[src/rtl/pulse_stretcher_pkg.sv]
// Shared definitions for the pulse stretcher: FSM state encoding and counter-width helpers.
package pulse_stretcher_pkg;

    typedef logic [1:0] ps_state_t;

    localparam ps_state_t ST_IDLE = 2'd0;
    localparam ps_state_t ST_HIGH = 2'd1;
    localparam ps_state_t ST_LOW  = 2'd2;

    function automatic int max_int(input int a, input int b);
        return (a > b) ? a : b;
    endfunction

    // Bits needed to hold values 0..max_val, never less than one.
    function automatic int cnt_width(input int max_val);
        return (max_val < 1) ? 1 : $clog2(max_val + 1);
    endfunction

endpackage

[src/rtl/pulse_stretcher_timer.sv]
// Loadable down-counter that stops at zero and flags it; sets the HIGH/LOW phase lengths.
module pulse_stretcher_timer #(
    parameter int WIDTH = 4
) (
    input  logic             i_clk,
    input  logic             i_rst,
    input  logic             i_load,
    input  logic [WIDTH-1:0] i_load_val,
    output logic             o_zero
);

    logic [WIDTH-1:0] r_count;

    always_ff @(posedge i_clk) begin
        if (i_rst) begin
            r_count <= '0;
        end else if (i_load) begin
            r_count <= i_load_val;
        end else if (r_count != '0) begin
            r_count <= r_count - WIDTH'(1);
        end
    end

    assign o_zero = (r_count == '0);

endmodule

[src/rtl/pulse_stretcher.sv]
// Stretches single-cycle event strobes into fixed-width pulses with a guaranteed low gap.
// Build option PULSE_STRETCHER_COALESCE_EN merges queued events into one pending pulse.
module pulse_stretcher
    import pulse_stretcher_pkg::*;
#(
    parameter int HIGH_CYCLES = 8,
    parameter int LOW_CYCLES  = 8,
    parameter int PEND_WIDTH  = 2
) (
    input  logic iClk,
    input  logic iReset,
    input  logic iPulse,
    output logic oSignal,
    output logic oBusy,
    output logic oOverflow
);

    localparam int TW = cnt_width(max_int(HIGH_CYCLES, LOW_CYCLES));
    localparam logic [TW-1:0] HIGH_LOAD = TW'(HIGH_CYCLES - 1);
    localparam logic [TW-1:0] LOW_LOAD  = TW'(LOW_CYCLES - 1);

    ps_state_t        r_state;
    ps_state_t        w_state_nxt;
    logic             r_signal;
    logic             r_busy;
    logic             r_overflow;
    logic             w_tmr_zero;
    logic             w_tmr_load;
    logic [TW-1:0]    w_tmr_val;
    logic             w_pend_nz;
    logic             w_launch;
    logic             w_busy_evt;
    logic             w_drop;

    pulse_stretcher_timer #(
        .WIDTH (TW)
    ) u_timer (
        .i_clk      (iClk),
        .i_rst      (iReset),
        .i_load     (w_tmr_load),
        .i_load_val (w_tmr_val),
        .o_zero     (w_tmr_zero)
    );

    // The end of LOW relaunches directly into HIGH so back-to-back events see no idle cycle.
    always_comb begin
        w_state_nxt = r_state;
        w_tmr_load  = 1'b0;
        w_tmr_val   = HIGH_LOAD;
        case (r_state)
            ST_IDLE: begin
                if (iPulse) begin
                    w_state_nxt = ST_HIGH;
                    w_tmr_load  = 1'b1;
                    w_tmr_val   = HIGH_LOAD;
                end
            end
            ST_HIGH: begin
                if (w_tmr_zero) begin
                    w_state_nxt = ST_LOW;
                    w_tmr_load  = 1'b1;
                    w_tmr_val   = LOW_LOAD;
                end
            end
            ST_LOW: begin
                if (w_tmr_zero) begin
                    if (w_pend_nz || iPulse) begin
                        w_state_nxt = ST_HIGH;
                        w_tmr_load  = 1'b1;
                        w_tmr_val   = HIGH_LOAD;
                    end else begin
                        w_state_nxt = ST_IDLE;
                    end
                end
            end
            default: w_state_nxt = ST_IDLE;
        endcase
    end

    assign w_launch   = (r_state == ST_LOW) && w_tmr_zero && (w_pend_nz || iPulse);
    assign w_busy_evt = iPulse && (r_state != ST_IDLE);

`ifdef PULSE_STRETCHER_COALESCE_EN
    logic r_pend;

    // Any strobes during a pulse collapse into a single follow-up pulse.
    always_ff @(posedge iClk) begin
        if (iReset) begin
            r_pend <= 1'b0;
        end else if (w_launch) begin
            r_pend <= 1'b0;
        end else if (w_busy_evt) begin
            r_pend <= 1'b1;
        end
    end

    assign w_pend_nz = r_pend;
    assign w_drop    = 1'b0;
`else
    localparam logic [PEND_WIDTH-1:0] PEND_MAX = '1;

    logic [PEND_WIDTH-1:0] r_pend;

    // A strobe coinciding with a launch either replaces the dequeued event or is itself launched.
    always_ff @(posedge iClk) begin
        if (iReset) begin
            r_pend <= '0;
        end else if (w_launch) begin
            if (w_pend_nz && !iPulse) begin
                r_pend <= r_pend - PEND_WIDTH'(1);
            end
        end else if (w_busy_evt && (r_pend != PEND_MAX)) begin
            r_pend <= r_pend + PEND_WIDTH'(1);
        end
    end

    assign w_pend_nz = (r_pend != '0);
    assign w_drop    = w_busy_evt && !w_launch && (r_pend == PEND_MAX);
`endif

    always_ff @(posedge iClk) begin
        if (iReset) begin
            r_state    <= ST_IDLE;
            r_signal   <= 1'b0;
            r_busy     <= 1'b0;
            r_overflow <= 1'b0;
        end else begin
            r_state  <= w_state_nxt;
            r_signal <= (w_state_nxt == ST_HIGH);
            r_busy   <= (w_state_nxt != ST_IDLE);
            if (w_drop) begin
                r_overflow <= 1'b1;
            end
        end
    end

    assign oSignal   = r_signal;
    assign oBusy     = r_busy;
    assign oOverflow = r_overflow;

endmodule

[config.mk]
export PLATFORM = sky130hd
export DESIGN_NAME = pulse_stretcher
export DESIGN_NICKNAME = d
export VERILOG_FILES = /design/src/rtl/pulse_stretcher_pkg.sv /design/src/rtl/pulse_stretcher_timer.sv /design/src/rtl/pulse_stretcher.sv
export SDC_FILE = /design/constraint.sdc
export NUM_CORES = 1
export LEC_CHECK = 0
export ABC_AREA = 1
export CAP_MARGIN = 10
export CELL_PAD_IN_SITES_DETAIL_PLACEMENT = 1
export CELL_PAD_IN_SITES_GLOBAL_PLACEMENT = 1
export CORE_ASPECT_RATIO = 1.25
export CORE_MARGIN = 3
export CORE_UTILIZATION = 30
export CTS_BUF_LIST = sky130_fd_sc_hd__clkbuf_4 sky130_fd_sc_hd__clkbuf_8
export CTS_CLUSTER_DIAMETER = 50
export CTS_CLUSTER_SIZE = 25
export DETAILED_ROUTE_END_ITERATION = 6
export PLACE_DENSITY_LB_ADDON = 0.12
export SLEW_MARGIN = 25
export SYNTH_ARGS = -nofsm -noshare
export SYNTH_HDL_FRONTEND = slang
export SYNTH_SLANG_ARGS = --single-unit
[constraint.sdc]
create_clock -name iClk -period 1.67 [get_ports iClk]
set_input_delay 0.334 -clock iClk [delete_from_list [all_inputs] [get_ports iClk]]
set_output_delay 0.334 -clock iClk [all_outputs]
set_load 0.01 [all_outputs]
After elaboration in Yosys (flattened, before gate mapping). Index checks and enable logic that the tools add are counted.

Equality and inequality tests: 6. $add $sub $neg: 3. Reductions and logical operators: 20. Muxes and demuxes: 15.

Operators with widths (number): 2-bit two-way mux (6); 2-bit nonzero test (5); 1-bit logical AND (7); 3-bit two-way mux (2); 2-bit one-hot mux with 3 select lines (1); 1-bit two-way mux (5); 2-bit by 1-bit equality test with 1-bit output, second input constant (2); 2-bit equality test, second input constant (2); 4-bit zero test (1); 4-bit nonzero test (1); 4-bit by 1-bit subtractor with 4-bit output, second input constant (1); 1-bit one-hot mux with 3 select lines (1); 2-bit by 1-bit adder with 2-bit output, second input constant (1); 1-bit zero test (2); 2-bit zero test (1); 2-bit by 1-bit != test with 1-bit output, second input constant (1); 2-bit != test, second input constant (1); 2-bit AND reduction (1); 2-bit OR reduction (1); 2-bit by 1-bit subtractor with 2-bit output, second input constant (1); 1-bit logical OR (1).

Input bits: 3. Output and inout bits: 3. Word-level logic and storage cells: 51. Bits in registers: 11.

Longest topological paths before layout. Gate-level depths: netlist of run 1.

Word-level depth: 6. Depth in mapped cells: 10. Depth with buffers taken out: 10.

Modules after synthesis. A second synthesis of run 1 with hierarchy kept.

Cells, all modules: 97. Area total of the unflattened synthesis: 615.6 um^2.

By module, submodules not included: pulse_stretcher (instances 1, cells each 57, area an instance 367.9 um^2); pulse_stretcher_timer (instances 1, cells each 40, area an instance 247.7 um^2).

Worst setup path before layout of run 1. No wires, ideal clock.

Path type: register to register. Start point: register u_timer.r_count[0]. End point: register r_pend[1]. Data arrival time: 1.168 ns. Clock period less this slack: 1.279 ns. Buffers on the path: 0. Cell stages (with the launch flop): 10. Setup slack: 0.391 ns. Data required time: 1.560 ns. Library setup time: 0.110 ns. Cell sequence: dfxtp_1 -> inv_1 -> ha_1 -> nand2_2 -> nor2_8 -> nand3_4 -> nand2_4 -> nand3_1 -> nand2_1 -> nor2_2.

Longest elaborated chain between the ends: 5. Elaborated cells between the ends (all ways): 7. Classes of those cells: eq/ne (1); mux (1); reduce/logical (5).

RTL lines: start: declaration (line pulse_stretcher_timer.sv:12) `logic [WIDTH-1:0] r_count;`; start signal: assignment (line pulse_stretcher_timer.sv:18) `r_count <= i_load_val;`; start signal: assignment (line pulse_stretcher_timer.sv:20) `r_count <= r_count - WIDTH'(1);`; 4-bit zero test * (line pulse_stretcher_timer.sv:24) `assign o_zero = (r_count == '0);`; 1-bit logical AND * (2 in series) (line pulse_stretcher.sv:80) `assign w_launch = (r_state == ST_LOW) && w_tmr_zero && (w_pend_nz || iPulse);`; 2-bit by 1-bit != test with 1-bit output (no source line) or 2-bit nonzero test (tied branches); 2-bit AND reduction (no source line); end signal: assignment (line pulse_stretcher.sv:110) `r_pend <= r_pend - PEND_WIDTH'(1);`; end signal: assignment (line pulse_stretcher.sv:113) `r_pend <= r_pend + PEND_WIDTH'(1);`; end: declaration (line pulse_stretcher.sv:102) `logic [PEND_WIDTH-1:0] r_pend;`.

Every way passes the cells marked *; elsewhere a longest branch is shown, timed or not. A chain may end at the register's enable or synchronous reset.

Worst setup path in the final report of run 1. Ends and elaborated chain as after synthesis.

==> results of run 1 <==
[metal layers]
layer | vias up | global-route usage (%) | wire length (um)
met1 | 244 | 13.84 | 550
met4 | 0 | 6.098 | 21
met2 | 3 | 20.08 | 660
met3 | 2 | 2.913 | 26
li1 | 286 | - | -
met5 | - | 0 | 0
[Yosys cell counts, drive strengths merged]
cell type,n,share of area [%]
nor2,11,10
nor3,3,2.5
o21ai,7,5.8
nand3b,1,1.2
ha,1,2.1
dfxtp,11,36
nand2,17,13
a31oi,1,1.0
xor2,1,1.4
nand4,1,2.1
a21oi,6,5.6
nand3,6,7.0
inv,19,12
[power by group through the flow]
stage	clock network, mW	registers, mW	logic, mW
2_1_floorplan	0	0.362	0.274
3_3_place_gp	0	0.365	0.364
3_5_place_dp	0	0.365	0.368
4_1_cts	0.212	0.359	0.370
5_1_grt	0.227	0.366	0.414
6_report	0.195	0.358	0.361
[worst min-delay path, delay by kind of cell (launching register included)]
kind                   cells  cell delay [ns]
buffers and inverters      1             0.04
AOI/OAI and AO/OA          1             0.05
DFF                        1             0.31
[flip-flops by register name, summed over array words and instances, names as in the netlist]
register / cells
oSignal: 1
oBusy: 1
r_state: 2
oOverflow: 1
u_timer.r_count: 4
r_pend: 2
[final cells by class]
type                       instances  area (sq um)
clock buffer                       4         30.03
fill                             243          1114
inverter                          19         71.32
multi-input combinational         55         312.8
sequential                        11         220.2
tap                               19         23.77
timing repair buffer               6         57.56
[placed cells by master (no fill, tap or decap)]
cell,synthesis,final
sky130_fd_sc_hd__a21oi_1,5,5
sky130_fd_sc_hd__a21oi_2,1,1
sky130_fd_sc_hd__a31oi_1,1,1
sky130_fd_sc_hd__buf_4,0,1
sky130_fd_sc_hd__clkbuf_4,0,4
sky130_fd_sc_hd__clkdlybuf4s50_1,0,5
sky130_fd_sc_hd__dfxtp_1,11,11
sky130_fd_sc_hd__ha_1,1,1
sky130_fd_sc_hd__inv_1,18,18
sky130_fd_sc_hd__inv_2,1,1
sky130_fd_sc_hd__nand2_1,14,14
sky130_fd_sc_hd__nand2_2,2,2
sky130_fd_sc_hd__nand2_4,1,1
sky130_fd_sc_hd__nand3_1,5,5
sky130_fd_sc_hd__nand3_4,1,1
sky130_fd_sc_hd__nand3b_1,1,1
sky130_fd_sc_hd__nand4_2,1,1
sky130_fd_sc_hd__nor2_1,8,8
sky130_fd_sc_hd__nor2_2,2,2
sky130_fd_sc_hd__nor2_8,1,1
sky130_fd_sc_hd__nor3_1,3,3
sky130_fd_sc_hd__o21ai_0,7,7
sky130_fd_sc_hd__xor2_1,1,1
[worst paths after layout]
check	slack, ns	to	from
worst min-delay path	0.45	oOverflow	oOverflow
worst max-delay path	0.22	r_pend[1]	u_timer.r_count[0]
worst max register to register	0.22	r_pend[1]	u_timer.r_count[0]
worst min register to register	0.45	oOverflow	oOverflow
[through the flow]
step / hold WS (ns) / area [sq um] / cells
after global routing: 0.4887 / 715.7 / 114
after CTS: 0.4578 / 715.7 / 114
after floorplan: 0.4031 / 604.3 / 85
final: 0.4491 / 715.7 / 114
after global placement: 0.4356 / 685.7 / 110
after detailed placement: 0.4458 / 685.7 / 110
[cell families (layout without fill, tap and decap cells)]
| family | count (synthesis) | after routing | synth area share [%] |
|---|---|---|---|
| xor gates and xnor gates | 1 | 1 | 1.450 |
| adders and majority gates | 1 | 1 | 2.070 |
| and+or+nand+nor | 39 | 39 | 35.82 |
| DFF | 11 | 11 | 36.44 |
| AOI/OAI and AO/OA | 14 | 14 | 12.42 |
| buffers and inverters | 19 | 29 | 11.80 |
==> run metrics, run 1 <==
grt total ovfl=0; headroom to the max-slew limit=77.72%; number of buffers added on ports=5; area of the placeable core=around 1800 sq um; number of maximum-capacitance violations=0; cells traversed along the worst timing path=inv_1 -> ha_1 -> nand2_2 -> nor2_8 -> nand3_4 -> nand2_4 -> nand3_1 -> nand2_1 -> nor2_2; total clock buffers created by CTS=3; gr usage total=12.19%; number of sinks handled by clock tree synthesis=11; pin count of the biggest net entering global routing=9; master of the slowest instance on the critical path=sky130_fd_sc_hd__dfxtp_1; area added between synthesis and finish=18.43%; quantity of gates resized following cts=0; time the worst path needs with I/O delays and setup=1.449 ns; Final Worst Setup Slack=0.2208 ns; post-route antenna net violation count=0; unrepaired setup endpoints after global routing=false; largest buffer count on any clock path=2; number of library cell types mapped by synthesis=20; Critical Path Sink Type=register; critical path data arrival time=1.61 ns; synthesized netlist net count=89; Pwr per Cell Area=1276 nW/um^2; detailed placement HPWL=1.043 mm; synthesized area per cell=7.110 sq um; number of DRC violations after detailed-routing iteration 0=6; area of the mapped netlist=604.3 sq um; FMAX=0.6900 GHz; via count=535; row count=17; total net switching power=350.8 uW; chip height=approximately 56 um; max incr delay on CP=about 0.32 ns; Slew @ Worst Pin=between 0.3 and 0.4 ns; Sequential Power Share=39.2%; diode insertion count for antenna repair=0; Worst R2R Path Depth=9; DRT Pass-1 Iters=3; post-placement worst setup slack=between 0.09 and 0.1 ns; warnings from Yosys=0; Initial Util=33.04%; clock root cell=sky130_fd_sc_hd__clkbuf_4; total wirelength of the detailed-routed design=1.259 mm; number of global-route vias before repair=554; depth of the critical timing path with buffers and inverters included=9; Setup TNS Final=0 ns; largest vdd supply drop=between 0.3 and 0.4 mV; path type of the worst setup path=register to register; insertion delay of the later-clocked pin in the worst-skew pair=0.26 ns; routed length per instance=between 10 and 15 um; number of hold violations in the final report=0; sequential element share of the synthesized area=a little over a third; share of cells above drive strength 1=15.79%; result of the run=completed; Total Nets Final=100; overall power of the completed layout=roughly 910 uW; clock slew at reported path FFs=approximately 0.070 ns; count of pins on the block boundary=6; count of H-tree levels built during CTS=1; Bufs and invs on worst path=1; cell count after synthesis=85; Top delay family on crit path=simple AND/OR/NAND/NOR gates; critical path peak fanout=8; class of the most critical hold timing path=register to register; period utilisation layout=86.78%; crit path launch type=register; switching share of power=between 30% and 40%; flip-flop and latch count after synthesis=11; via density per instance=4.693; global-route wire length before repair=2.332 mm; number of max-slew violations in the final report=0; Int Power=562.6 uW; Die X-Extent=between 40 and 50 um; Comb pwr share=39.5%; die area=around 2600 sq um; setup violation total in the final timing report=0; fraction of the core area covered by cells at the end of the flow=between 30% and 40%; number of buffers added for setup after CTS=0; post-detailed-route DRC marker count=0; CTS tree=yes; Final Wtd Congestion=0.7924; initial antenna violation count=0; cell depth of the worst hold path=2; worst clock skew=0.001075 ns; static leakage power=0.3465 nW; share of total power in the clock network=21.3%; Post-CTS Hold Buffers=0; Worst Path Required=1.83 ns
Power figures use the tool's default switching activity.
==> run 2: changes to the inputs <==
--- a/config.mk
+++ b/config.mk
@@ -5,19 +5,17 @@
 export SDC_FILE = /design/constraint.sdc
 export NUM_CORES = 1
 export LEC_CHECK = 0
-export ABC_AREA = 1
 export CAP_MARGIN = 10
 export CELL_PAD_IN_SITES_DETAIL_PLACEMENT = 1
 export CELL_PAD_IN_SITES_GLOBAL_PLACEMENT = 1
-export CORE_ASPECT_RATIO = 1.25
 export CORE_MARGIN = 3
-export CORE_UTILIZATION = 30
+export CORE_UTILIZATION = 41
 export CTS_BUF_LIST = sky130_fd_sc_hd__clkbuf_4 sky130_fd_sc_hd__clkbuf_8
 export CTS_CLUSTER_DIAMETER = 50
 export CTS_CLUSTER_SIZE = 25
 export DETAILED_ROUTE_END_ITERATION = 6
 export PLACE_DENSITY_LB_ADDON = 0.12
-export SLEW_MARGIN = 25
+export SLEW_MARGIN = 10
 export SYNTH_ARGS = -nofsm -noshare
 export SYNTH_HDL_FRONTEND = slang
 export SYNTH_SLANG_ARGS = --single-unit
==> run metrics, run 2 <==
library cell occupying the most area in the post-synthesis netlist=sky130_fd_sc_hd__dfxtp_1; warnings from Yosys=0 (unchanged); period utilisation layout=100.8% (+14 points); violated checks=setup timing; Comb pwr share=39.9% (+0.4 points); total of fill cells in the finished design=140 (-42%); post-detailed-route DRC marker count=0 (unchanged); CTS tree=yes; share of cells above drive strength 1=35.63% (+20 points); synthesized netlist net count=71 (-20%); area of the mapped netlist=578.1 sq um (-4.3%); Critical Path Sink Type=register; largest buffer count on any clock path=2 (unchanged); number of placed instances with taps included=91 (-17%); time the worst path needs with I/O delays and setup=1.683 ns (+0.2337 ns); Post-Layout Cell Count=101 (-11%); number of buffers added on ports=5 (unchanged); number of global-route vias before repair=547 (-1.3%); headroom to the max-slew limit=72.91% (-4.8 points); DRT Pass-1 Iters=4 (+1); most common library cells after synthesis=sky130_fd_sc_hd__dfxtp_1 (11), sky130_fd_sc_hd__a21oi_1 (8), sky130_fd_sc_hd__nand2_1 (5); share of the synthesized area in the top cell type=38.10% (+1.7 points); crit path launch type=register; fraction of the core area covered by cells at the end of the flow=64.71% (+26 points); critical path peak fanout=4 (-4); Pwr per Cell Area=1165 nW/um^2 (-8.7%); area added between synthesis and finish=36.15%; row count=12 (-5); via density per instance=5.812 (+24%); total net switching power=308.6 uW (-12%); clock root cell=sky130_fd_sc_hd__clkbuf_4; cell depth of the worst hold path=2 (unchanged); leading cell type in the layout, fill and taps excluded=sky130_fd_sc_hd__buf_4; result of the run=finished with violations; share of total power in the clock network=22.6% (+1.3 points); Sequential Area=222.7 sq um (+1.1%); area of the placeable core=1216 sq um (-34%); Slew @ Worst Pin=0.4055 ns (+0.07385 ns); top library cells by usage in the layout, fill and taps aside=sky130_fd_sc_hd__buf_4 (14), sky130_fd_sc_hd__dfxtp_1 (9), sky130_fd_sc_hd__a21oi_1 (8); Sequential Power Share=37.5% (-1.7 points); Post-CTS Hold Buffers=0 (unchanged); total wirelength of the detailed-routed design=1.791 mm (+42%); largest registers=u_timer.r_count x4, r_pend x2, r_state x2; sequential element share of the synthesized area=38.10% (+1.7 points); cell count after synthesis=67 (-21%); post-route antenna net violation count=0 (unchanged); pin count of the biggest net entering global routing=15 (+6); critical path data arrival time=1.84 ns (+0.23 ns); Initial Util=47.53% (+14 points); number of max-slew violations in the final report=0 (unchanged); worst clock skew=0.007642 ns (+0.006567 ns); total clock buffers created by CTS=3 (unchanged); number of hold violations in the final report=0 (unchanged); number of library cell types mapped by synthesis=29 (+45%); Multi-input gate area=350.3 sq um (+12%); Final Worst Setup Slack=-0.01293 ns (-0.2337 ns); static leakage power=0.3189 nW (-8.0%); diode insertion count for antenna repair=0 (unchanged); routed length per instance=17.73 um (+61%); number of DRC violations after detailed-routing iteration 0=7 (+1); path type of the worst setup path=register to register; chip height=43.55 um (-22%); insertion delay of the later-clocked pin in the worst-skew pair=0.27 ns (about the same); number of flip-flops in the largest register=4 (unchanged); number of enable-type register cells in the synthesized netlist=0 (unchanged); flip-flop and latch count after synthesis=11 (unchanged); unrepaired setup endpoints after global routing=true; Die X-Extent=43.55 um (-5.6%); Post-synth top flop=sky130_fd_sc_hd__dfxtp_1; detailed placement HPWL=1.099 mm (+5.4%); Top reg by flops=u_timer.r_count; number of sinks handled by clock tree synthesis=11 (unchanged); Worst Path Required=1.83 ns (about the same); synthesized area per cell=8.628 sq um (+21%); most area-consuming cells after synthesis=sky130_fd_sc_hd__dfxtp_1 (38%), sky130_fd_sc_hd__a21oi_1 (6.9%), sky130_fd_sc_hd__mux2_2 (3.9%), sky130_fd_sc_hd__nor3_1 (3.5%), sky130_fd_sc_hd__o211a_1 (3.5%); switching share of power=33.65% (-4.8 points); clock slew at reported path FFs=0.08 ns (about the same); setup violation total in the final timing report=2 (+2); initial antenna violation count=0 (unchanged); Worst R2R Path Depth=6 (-3); number of maximum-capacitance violations=0 (unchanged); proportion of register bits with asynchronous set or reset after synthesis=0% (unchanged); global-route wire length before repair=2.511 mm (+7.7%); Final Wtd Congestion=0.7164 (-9.6%); grt total ovfl=0 (unchanged); count of pins on the block boundary=6 (unchanged); Total Nets Final=92 (-8.0%); via count=587 (+9.7%); gr usage total=17.59% (+5.4 points); class of the most critical hold timing path=register to register; count of H-tree levels built during CTS=1 (unchanged); Int Power=608.4 uW (+8.2%); FMAX=0.5942 GHz (-14%); largest vdd supply drop=0.6617 mV (+75%); die area=1897 sq um (-27%); library cell with the highest instance count after synthesis=sky130_fd_sc_hd__dfxtp_1
run 2: what timing repair did:
action                     4_1_cts  5_1_grt
buffers inserted                 0        6
gates resized for setup          2        3
setup endpoints to repair        2        3
pin swaps                        0        0
run 2: routing by layer:
layer | global-route usage, % | up-vias | share of wire (%)
met5 | 0 | - | 0
met4 | 7.229 | 0 | 0.45
met3 | 2.490 | 2 | 3.7
met2 | 27.33 | 12 | 42
met1 | 24.13 | 283 | 54
li1 | - | 290 | -
run 2: final timing paths:
check,slack (ns),endpoint,startpoint
hold / removal,0.56,r_pend[1],r_pend[1]
hold reg to reg,0.56,r_pend[1],r_pend[1]
setup / recovery,-0.01,r_pend[1],u_timer.r_count[0]
setup reg to reg,-0.01,r_pend[1],u_timer.r_count[0]
run 2: cells by family after synthesis:
| kind of cell | Yosys count | share of synthesized area (%) |
|---|---|---|
| AO/OA/AOI/OAI | 22 | 25.11 |
| multiplexers | 2 | 3.896 |
| buffers and inverters | 6 | 3.896 |
| flip-flops | 11 | 38.10 |
| adder cells (fa/ha/maj) | 1 | 2.164 |
| AND/OR/NAND/NOR | 25 | 26.84 |
run 2: power groups by stage:
| stage | clock network, mW | registers (mW) | logic, mW |
|---|---|---|---|
| after floorplan | 0 | 0.337 | 0.193 |
| after global placement | 0 | 0.340 | 0.285 |
| after detailed placement | 0 | 0.344 | 0.293 |
| after CTS | 0.207 | 0.340 | 0.296 |
| after global routing | 0.229 | 0.351 | 0.399 |
| final | 0.207 | 0.344 | 0.366 |
run 2: cell type report:
type	count	area share (%)
Timing Repair Buffer	19	19.71
Inverter	3	1.431
Multi-Input combinational cell	50	44.52
Tap cell	14	2.226
Clock buffer	4	3.816
Sequential cell	11	28.30
run 2: critical path, stage by stage (launching register included):
cell	delay, ns
sky130_fd_sc_hd__dfxtp_2	0.34
sky130_fd_sc_hd__inv_2	0.08
sky130_fd_sc_hd__ha_4	0.14
sky130_fd_sc_hd__or3b_4	0.37
sky130_fd_sc_hd__or4_4	0.44
sky130_fd_sc_hd__o21ai_2	0.12
sky130_fd_sc_hd__a21oi_1	0.07
run 2: through the flow:
stage               cell area [sq um]  power (mW)  setup TNS (ns)  setup WS, ns  hold slack, ns
floorplan                       590.6      0.5301               0       0.02066          0.4832
global placement                706.9      0.6244       -0.004643     -0.004643          0.5202
detailed placement              706.9      0.6370        -0.02261      -0.01549          0.5434
CTS                             737.0      0.8425               0      0.001179          0.5560
global route                    787.0      0.9786         -0.4533       -0.1357          0.5959
finish                          787.0      0.9170        -0.01587      -0.01293          0.5589
==> run 3: changes to the inputs <==
--- a/config.mk
+++ b/config.mk
@@ -5,6 +5,7 @@
 export SDC_FILE = /design/constraint.sdc
 export NUM_CORES = 1
 export LEC_CHECK = 0
+export ABC_CLOCK_PERIOD_IN_PS = 1670
 export CAP_MARGIN = 10
 export CELL_PAD_IN_SITES_DETAIL_PLACEMENT = 1
 export CELL_PAD_IN_SITES_GLOBAL_PLACEMENT = 1
==> results of run 3 <==
The final DEF is identical to that of run 2; final timing and power are the same.
